## src/rtl/debug_sequencer_if.sv

```systemverilog
// debug_sequencer_if: UART command/response handshake between the sequencer and the UART.
// The master modport is the sequencer side; the slave modport is the UART side.
interface debug_sequencer_if;
    logic       rx_done_tick;
    logic [7:0] rx_data;
    logic       tx_done_tick;
    logic       tx_start_o;
    logic [7:0] tx_data_o;
    modport master (input rx_done_tick, rx_data, tx_done_tick, output tx_start_o, tx_data_o);
    modport slave (output rx_done_tick, rx_data, tx_done_tick, input tx_start_o, tx_data_o);
endinterface

```

## src/rtl/debug_sequencer.sv

```systemverilog
// debug_sequencer: run/step control of the pipeline and PC/register(/memory) dump over UART.
// Define DEBUG_MEM_DUMP_EN to append N_MEM_WORDS data memory words to every dump.
module debug_sequencer #(
    parameter int NB_DATA     = 32,
    parameter int NB_PC       = 7,
    parameter int NB_REG      = 5,
    parameter int NB_MEM_ADDR = 7,
    parameter int N_MEM_WORDS = 32
) (
    input  logic                   clock,
    input  logic                   reset,
    input  logic                   finish_rcv,
    debug_sequencer_if.master      uart,
    input  logic                   halt_i,
    output logic                   en_pipeline_o,
    input  logic [NB_PC-1:0]       pc_i,
    output logic [NB_REG-1:0]      reg_addr_o,
    input  logic [NB_DATA-1:0]     reg_data_i,
    output logic [NB_MEM_ADDR-1:0] mem_addr_o,
    input  logic [NB_DATA-1:0]     mem_data_i,
    output logic [2:0]             state_o
);
`ifdef DEBUG_MEM_DUMP_EN
    localparam bit MEM_EN = 1'b1;
`else
    localparam bit MEM_EN = 1'b0;
`endif
    localparam int N_REGS  = 32;
    localparam int N_WORDS = 1 + N_REGS + (MEM_EN ? N_MEM_WORDS : 0);
    localparam int NB_WCNT = $clog2(N_WORDS);
    localparam logic [7:0] CMD_RUN  = 8'h63;
    localparam logic [7:0] CMD_STEP = 8'h73;
    localparam logic [7:0] CMD_DUMP = 8'h64;

    typedef enum logic [2:0] {
        IDLE      = 3'd0,
        WAIT_CMD  = 3'd1,
        RUN       = 3'd2,
        STEP      = 3'd3,
        DUMP_ADDR = 3'd4,
        DUMP_CAP  = 3'd5,
        DUMP_TX   = 3'd6,
        HALTED    = 3'd7
    } state_t;

    state_t               state_q, state_d;
    logic                 halted_q, halted_d;
    logic                 busy_q, busy_d;
    logic [1:0]           byte_q, byte_d;
    logic [NB_WCNT-1:0]   word_q, word_d;
    logic [NB_DATA-1:0]   shift_q, shift_d;
    logic [7:0]           cmd;
    logic                 last_word;
    logic [NB_DATA-1:0]   mem_word;

`ifdef DEBUG_MEM_DUMP_EN
    assign mem_word   = mem_data_i;
    assign mem_addr_o = (word_q > NB_WCNT'(N_REGS)) ? NB_MEM_ADDR'(word_q - NB_WCNT'(N_REGS + 1)) : '0;
`else
    logic unused_mem;
    assign unused_mem = ^mem_data_i;
    assign mem_word   = '0;
    assign mem_addr_o = '0;
`endif

    // Address is combinational from the word counter so it leads the capture cycle by one clock.
    assign reg_addr_o      = (word_q != '0 && word_q <= NB_WCNT'(N_REGS)) ? NB_REG'(word_q - NB_WCNT'(1)) : '0;
    assign en_pipeline_o   = (state_q == RUN) || (state_q == STEP);
    assign uart.tx_start_o = (state_q == DUMP_TX) && !busy_q;
    assign uart.tx_data_o  = shift_q[NB_DATA-1 -: 8];
    assign state_o         = state_q;
    assign cmd             = uart.rx_done_tick ? uart.rx_data : 8'h00;
    assign last_word       = word_q == NB_WCNT'(N_WORDS - 1);

    always_ff @(posedge clock) begin
        if (reset) begin
            state_q  <= IDLE;
            halted_q <= 1'b0;
            busy_q   <= 1'b0;
            byte_q   <= '0;
            word_q   <= '0;
            shift_q  <= '0;
        end else begin
            state_q  <= state_d;
            halted_q <= halted_d;
            busy_q   <= busy_d;
            byte_q   <= byte_d;
            word_q   <= word_d;
            shift_q  <= shift_d;
        end
    end

    always_comb begin
        state_d  = state_q;
        halted_d = halted_q;
        busy_d   = busy_q;
        byte_d   = byte_q;
        word_d   = word_q;
        shift_d  = shift_q;
        case (state_q)
            IDLE:      state_d = finish_rcv ? WAIT_CMD : IDLE;
            WAIT_CMD:  state_d = (cmd == CMD_RUN) ? RUN : (cmd == CMD_STEP) ? STEP :
                                 (cmd == CMD_DUMP) ? DUMP_ADDR : WAIT_CMD;
            RUN: begin
                state_d  = halt_i ? DUMP_ADDR : RUN;
                halted_d = halted_q | halt_i;
            end
            STEP: begin
                state_d  = DUMP_ADDR;
                halted_d = halted_q | halt_i;
            end
            DUMP_ADDR: state_d = DUMP_CAP;
            DUMP_CAP: begin
                shift_d = (word_q == '0) ? NB_DATA'(pc_i) :
                          (word_q <= NB_WCNT'(N_REGS)) ? reg_data_i : mem_word;
                state_d = DUMP_TX;
            end
            DUMP_TX: begin
                // A byte completes only on tx_done_tick while waiting; the next launch follows a cycle later.
                if (!busy_q) begin
                    busy_d = 1'b1;
                end else if (uart.tx_done_tick) begin
                    busy_d  = 1'b0;
                    shift_d = shift_q << 8;
                    byte_d  = byte_q + 2'd1;
                    if (byte_q == 2'd3) begin
                        word_d  = last_word ? '0 : word_q + NB_WCNT'(1);
                        state_d = !last_word ? DUMP_ADDR : halted_q ? HALTED : WAIT_CMD;
                    end
                end
            end
            HALTED:    state_d = (cmd == CMD_DUMP) ? DUMP_ADDR : HALTED;
            default:   state_d = IDLE;
        endcase
    end
endmodule

```

## src/flat_wrapper.sv

```systemverilog
// flat-port wrapper written by rule: the top's interface ports become plain ports
module debug_sequencer_flat 
#(
    parameter int NB_DATA     = 32,
    parameter int NB_PC       = 7,
    parameter int NB_REG      = 5,
    parameter int NB_MEM_ADDR = 7,
    parameter int N_MEM_WORDS = 32
)
  (clock, reset, finish_rcv, halt_i, en_pipeline_o, pc_i, reg_addr_o, reg_data_i, mem_addr_o, mem_data_i, state_o, uart_rx_done_tick, uart_rx_data, uart_tx_done_tick, uart_tx_start_o, uart_tx_data_o);
  debug_sequencer_if uart_i ();
  input  logic clock;
  input  logic reset;
  input  logic finish_rcv;
  input  logic halt_i;
  output logic en_pipeline_o;
  input  logic [NB_PC-1:0] pc_i;
  output logic [NB_REG-1:0] reg_addr_o;
  input  logic [NB_DATA-1:0] reg_data_i;
  output logic [NB_MEM_ADDR-1:0] mem_addr_o;
  input  logic [NB_DATA-1:0] mem_data_i;
  output logic [2:0] state_o;
  input wire logic [$bits(uart_i.rx_done_tick)-1:0] uart_rx_done_tick;
  input wire logic [$bits(uart_i.rx_data)-1:0] uart_rx_data;
  input wire logic [$bits(uart_i.tx_done_tick)-1:0] uart_tx_done_tick;
  output wire logic [$bits(uart_i.tx_start_o)-1:0] uart_tx_start_o;
  output wire logic [$bits(uart_i.tx_data_o)-1:0] uart_tx_data_o;
  assign uart_i.rx_done_tick = uart_rx_done_tick;
  assign uart_i.rx_data = uart_rx_data;
  assign uart_i.tx_done_tick = uart_tx_done_tick;
  assign uart_tx_start_o = uart_i.tx_start_o;
  assign uart_tx_data_o = uart_i.tx_data_o;
  debug_sequencer #(.NB_DATA(NB_DATA), .NB_PC(NB_PC), .NB_REG(NB_REG), .NB_MEM_ADDR(NB_MEM_ADDR), .N_MEM_WORDS(N_MEM_WORDS)) u_core (.clock(clock), .reset(reset), .finish_rcv(finish_rcv), .uart(uart_i), .halt_i(halt_i), .en_pipeline_o(en_pipeline_o), .pc_i(pc_i), .reg_addr_o(reg_addr_o), .reg_data_i(reg_data_i), .mem_addr_o(mem_addr_o), .mem_data_i(mem_data_i), .state_o(state_o));
endmodule
```

## config.mk

```make
export PLATFORM = sky130hd
export DESIGN_NAME = debug_sequencer_flat
export DESIGN_NICKNAME = d
export VERILOG_FILES = /design/src/rtl/debug_sequencer_if.sv /design/src/rtl/debug_sequencer.sv /design/src/flat_wrapper.sv
export SDC_FILE = /design/constraint.sdc
export NUM_CORES = 1
export LEC_CHECK = 0
export ABC_AREA = 1
export CAP_MARGIN = 20
export CELL_PAD_IN_SITES_DETAIL_PLACEMENT = 1
export CELL_PAD_IN_SITES_GLOBAL_PLACEMENT = 2
export CORE_MARGIN = 2
export CORE_UTILIZATION = 20
export DETAILED_ROUTE_END_ITERATION = 8
export PLACE_DENSITY_LB_ADDON = 0.1
export SKIP_CTS_REPAIR_TIMING = 1
export SLEW_MARGIN = 20
export SYNTH_ARGS = -nofsm -noshare
export SYNTH_HDL_FRONTEND = slang
export SYNTH_SLANG_ARGS = --single-unit
```

## constraint.sdc

```tcl
create_clock -name clock -period 1.5 [get_ports clock]
set_clock_uncertainty 0.1 [all_clocks]
set_input_delay 0.3 -clock clock [delete_from_list [all_inputs] [get_ports clock]]
set_output_delay 0.3 -clock clock [all_outputs]
set_load 0.1 [all_outputs]
```

After elaboration in Yosys (flattened, before gate mapping)
Cells that the tools add are included.

cells by class
  reduce and logical (&&, ||, !) cells = 13
  $lt $le $gt $ge = 1
  bitwise gates (word level) = 1
  add/sub/neg operators = 3
  mux-type cells = 22
  equality and inequality tests = 15

operators with widths
  kind                 number
  $mux 32              4
  $pmux 32 s2          1
  $mux 3               9
  $eq 8x7->1 const B   3
  $pmux 3 s8           1
  $eq 3x3->1 const B   4
  $reduce_and 3->1     3
  $mux 8               1
  $add 6x1->6 const B  1
  $eq 3x2->1 const B   2
  $eq 6x6->1 const B   1
  $le 6x6->1 const B   1
  $logic_not 6->1      1
  $mux 6               1
  $reduce_bool 6->1    1
  $mux 5               1
  $sub 5x1->5 const B  1
  $ne 2x2->1 const B   2
  $reduce_and 4->1     1
  $eq 3x1->1 const B   1
  $logic_not 3->1      1
  $mux 1               3
  $add 2x1->2 const B  1
  $eq 2x2->1 const B   1
  8 further kinds      9

word-level totals
  input port bits = 85
  register bits = 45
  output and inout bits = 25
  word-level logic and storage cells = 61

Longest topological paths before layout
  word-level depth = 6
  mapped depth = 10
  mapped depth without buffers = 9

Worst setup path after synthesis
OpenSTA, ideal clock, no wires.

  path kind = register to register
  start point = register u_core.state_q[1] (netlist: u_core.state_o[1])
  end point = register u_core.halted_q
  setup slack = -1.799 ns
  arrival = 3.129 ns
  setup time = 0.070 ns
  cell stages (with the launch flop) = 6
  data required time = 1.330 ns
  cell sequence = dfxtp_1 buf_4 nand2_1 a21oi_1 nand2_1 a21oi_1

on the way
  word-level cells in the longest chain between the ends = 2
  elaborated cells between the ends (all ways) = 3
  classes of those cells = eq/ne (2); reduce/logical (1)

ends and longest elaborated chain
  item                           RTL line                source
  start: declaration             debug_sequencer.sv:46   state_t state_q, state_d;
  start signal: assignment       debug_sequencer.sv:84   state_q <= state_d;
  $eq 3x2->1                     debug_sequencer.sv:100  case (state_q)
  $reduce_or 2->1 (no line) (*)  n/a
  end signal: assignment         debug_sequencer.sv:85   halted_q <= halted_d;
  end: declaration               debug_sequencer.sv:47   logic halted_q, halted_d;

Mark *: on every way between the ends. The rest lies on a longest branch, timed or not.
A chain may end at the register's enable or synchronous reset.

Worst setup path after layout
  start point = register u_core.word_q[0]
  end point = output reg_addr_o[2]

on the way
  word-level cells in the longest chain between the ends = 3
  elaborated cells between the ends (all ways) = 5
  classes of those cells = add/sub (1); order compare (1); mux (1); reduce/logical (2)

ends and longest elaborated chain
  item                                                    RTL line               source
  start: declaration                                      debug_sequencer.sv:50  logic [NB_WCNT-1:0] word_q, word_d;
  start signal: assignment                                debug_sequencer.sv:88  word_q <= word_d;
  $le 6x6->1 / $reduce_bool 6->1 (equally long branches)  debug_sequencer.sv:67  assign reg_addr_o = (word_q != '0 && word_q <= NB_WCNT'(N_REGS)) ? NB_REG'(word_q - NB_WCNT'(1)) : '0;
  $logic_and 1x1->1                                       debug_sequencer.sv:67
  $mux 5 (*)                                              debug_sequencer.sv:67
  end: declaration                                        flat_wrapper.sv:18     output logic [NB_REG-1:0] reg_addr_o;

Marks and branches as above.

==> results.toml <==
[sta]
rsz0062_at_grt = "true"
timing.fmax_mhz = 522.5
final_hold_viol_count = 0
slew_violations = 0
timing.final.ws_setup_ns = -0.4138
setup_viol_count_final = 40
holdWs_ns = 0.3915
fin_crit_sh = 1.276
fin_crit_ns = 1.914

[min_path]
hp-class = "flip-flop to flip-flop"

[run_status]
status = "finished with violations"
violations = "setup timing"

[drt]
avgRoutedWirePerCell_um = 14.31
via_per_inst = 4.367
drtIter0Drc = 152
ant_nets = 0
drc_errors = 0
drt_first_pass_iters = 6
num_vias = 2677
wirelength_mm = 8.773

[clocking]
cts-root-buf = "clkbuf_16"
cts_sinks = 45
htreeDepth = 2
cts_tree = "yes"
cts_buffer_depth = 2
clk_pin_slew_ns = 0.06
cts_inserted_buffers = 5
clk-insertion-delay-late_ns = 0.28

[final_layout]
syn_to_final_growth_pct = 71.59
final_nets = 532
drive_gt1_frac = 0.2966
fillers = 1456
finalInstanceArea_um2 = 4285
stdcell_count = 613
final_cell_mix = "clkdlybuf4s50_1 (50), a21oi_1 (49), nand2_1 (41)"
layout_commonest_cell = "clkdlybuf4s50_1"
n_antenna_cell = 0

[global_routing]
antenna_found_initial = 0
grt-ovfl-total = 0
grt_max_degree = 33
track_usage = 0.1279
grt_pass1_wl_mm = 13.72
grt_pass1_vias = 2709

[setup_path]
slowest_delay_ns = 0.35
crit_required_ns = 1.10
path_cells = "inv_4, ha_4, nand4_1, nand2_2, nand2_4, a21oi_4, buf_12"
crit_fanout = 5
end_kind = "output port"
worstSetupStartpointType = "flip-flop"
worst_ep_arrival_time_ns = 1.51
worst-setup-path-type = "flip-flop to output port"
cp_num_buf_inv = 2
timing.critical_path.slowest_stage_cell = "dfxtp_4"
critPathTopFamily = "flip-flops"

[place]
gp_congestion = 0.7582
portBuffers = 70
preCtsSetupSlack_ns = -0.3152
dp_hpwl_mm = 6.040
placed_cell_area_um2 = 3861
dp.cells = 594

[floorplan]
initial_core_util = 0.2062
core_um2 = 12110
num_rows = 40
die_width_um = 115.7
die_h_um = 115.7
pin_count = 110
die_area_um2 = 13400

[synthesis]
synth_edf_count = 0
netlist_area_um2 = 2497
ys.flop_type = "dfxtp_1"
ys.warnings.count = 0
netlist_instances = 349
async_flop_share = 0
synth_cell_types = 28
syn_avg_cell_area_um2 = 7.156
ys_seq_area_frac = 0.3607
ys_ff_latch = 45

[pwr]
power_uw = 2661
ir_drop_uv = 416.5
p_leak_uw = 0.001674
power_density_nw_per_um2 = 621.1

[job]
maxCapViolations = 0
==> power by group <==
part / internal (uW) / switching [uW] / total (uW) / leakage (uW)
logic: 167 / 181 / 348 / 0.00123
registers: 1190 / 4.76 / 1200 / 0.000367
clock network: 622 / 495 / 1120 / 0.0000745
total: 1980 / 681 / 2660 / 0.00167
==> worst reg2reg max path, stage by stage, from the launching register on <==
cell	delay, ns
dfxtp_4	0.35
inv_4	0.06
ha_4	0.14
nand4_1	0.16
buf_4	0.19
buf_8	0.13
buf_12	0.14
o21ai_2	0.11
inv_1	0.07
a21oi_2	0.12
==> synth_stat cells, types with 2 or more instances <==
| cell | number | share of area |
|---|---|---|
| a21oi_1 | 62 | 0.12 |
| buf_2 | 7 | 0.014 |
| buf_4 | 18 | 0.054 |
| buf_6 | 3 | 0.014 |
| clkbuf_1 | 9 | 0.014 |
| dfxtp_1 | 45 | 0.36 |
| ha_1 | 3 | 0.015 |
| inv_1 | 24 | 0.036 |
| inv_2 | 3 | 0.0045 |
| nand2_1 | 44 | 0.066 |
| nand2_2 | 2 | 0.0050 |
| nand3_1 | 11 | 0.022 |
| nand4_1 | 39 | 0.098 |
| nor2_1 | 26 | 0.039 |
| nor2_4 | 2 | 0.0090 |
| o21ai_0 | 10 | 0.020 |
| o21ai_1 | 26 | 0.052 |
| xor2_1 | 5 | 0.018 |
==> cell families after synthesis <==
group	after synthesis	synth area share
AND/OR/NAND/NOR	129	0.2615
AO/OA/AOI/OAI	101	0.2059
buffers and inverters	65	0.1378
flip-flops	45	0.3607
XOR/XNOR	5	0.01753
adder cells (fa/ha/maj)	3	0.01503
other	1	0.001502
==> layer usage <==
layer	vias to the layer above	share of wire	global-route usage
li1	1375	-	-
met1	1245	0.50	0.1814
met2	52	0.46	0.2027
met3	5	0.036	0.02144
met4	0	0.0084	0.03095
met5	-	0	0
==> state kept, by name (all words and copies together) (netlist names) <==
signal / cells
u_core.halted_q: 1
u_core.busy_q: 1
u_core.word_q: 6
u_core.byte_q: 2
u_core.state_o: 3
u_core.shift_q: 32
==> final cells by class <==
type	instances	area (um^2)	area share
clock inverters	3	20.02	0.004672
flip-flops and latches	45	918.4	0.2143
clock buffers	5	125.1	0.02920
repair buffers	119	1425	0.3326
well taps	168	210.2	0.04905
multi-input cells	245	1473	0.3436
inverters	28	113.9	0.02657
==> worst paths after layout <==
path	slack, ns	cells past startpoint	start	end
setup / recovery	-0.41	7	u_core.word_q[0]	reg_addr_o[2]
hold / removal	0.39	2	u_core.shift_q[7]	u_core.shift_q[7]
setup reg to reg	-0.13	9	u_core.word_q[0]	u_core.shift_q[5]
hold reg to reg	0.39	2	u_core.shift_q[7]	u_core.shift_q[7]
==> metrics by stage <==
step | util | setup TNS (ns)
floorplan | - | -6.900
CTS | 0.3308 | -5.263
finish | 0.3538 | -3.555
global placement | 0.3188 | -11.59
global route | 0.3538 | -7.866
detailed placement | 0.3188 | -11.48
Power figures use the tool's default switching activity.
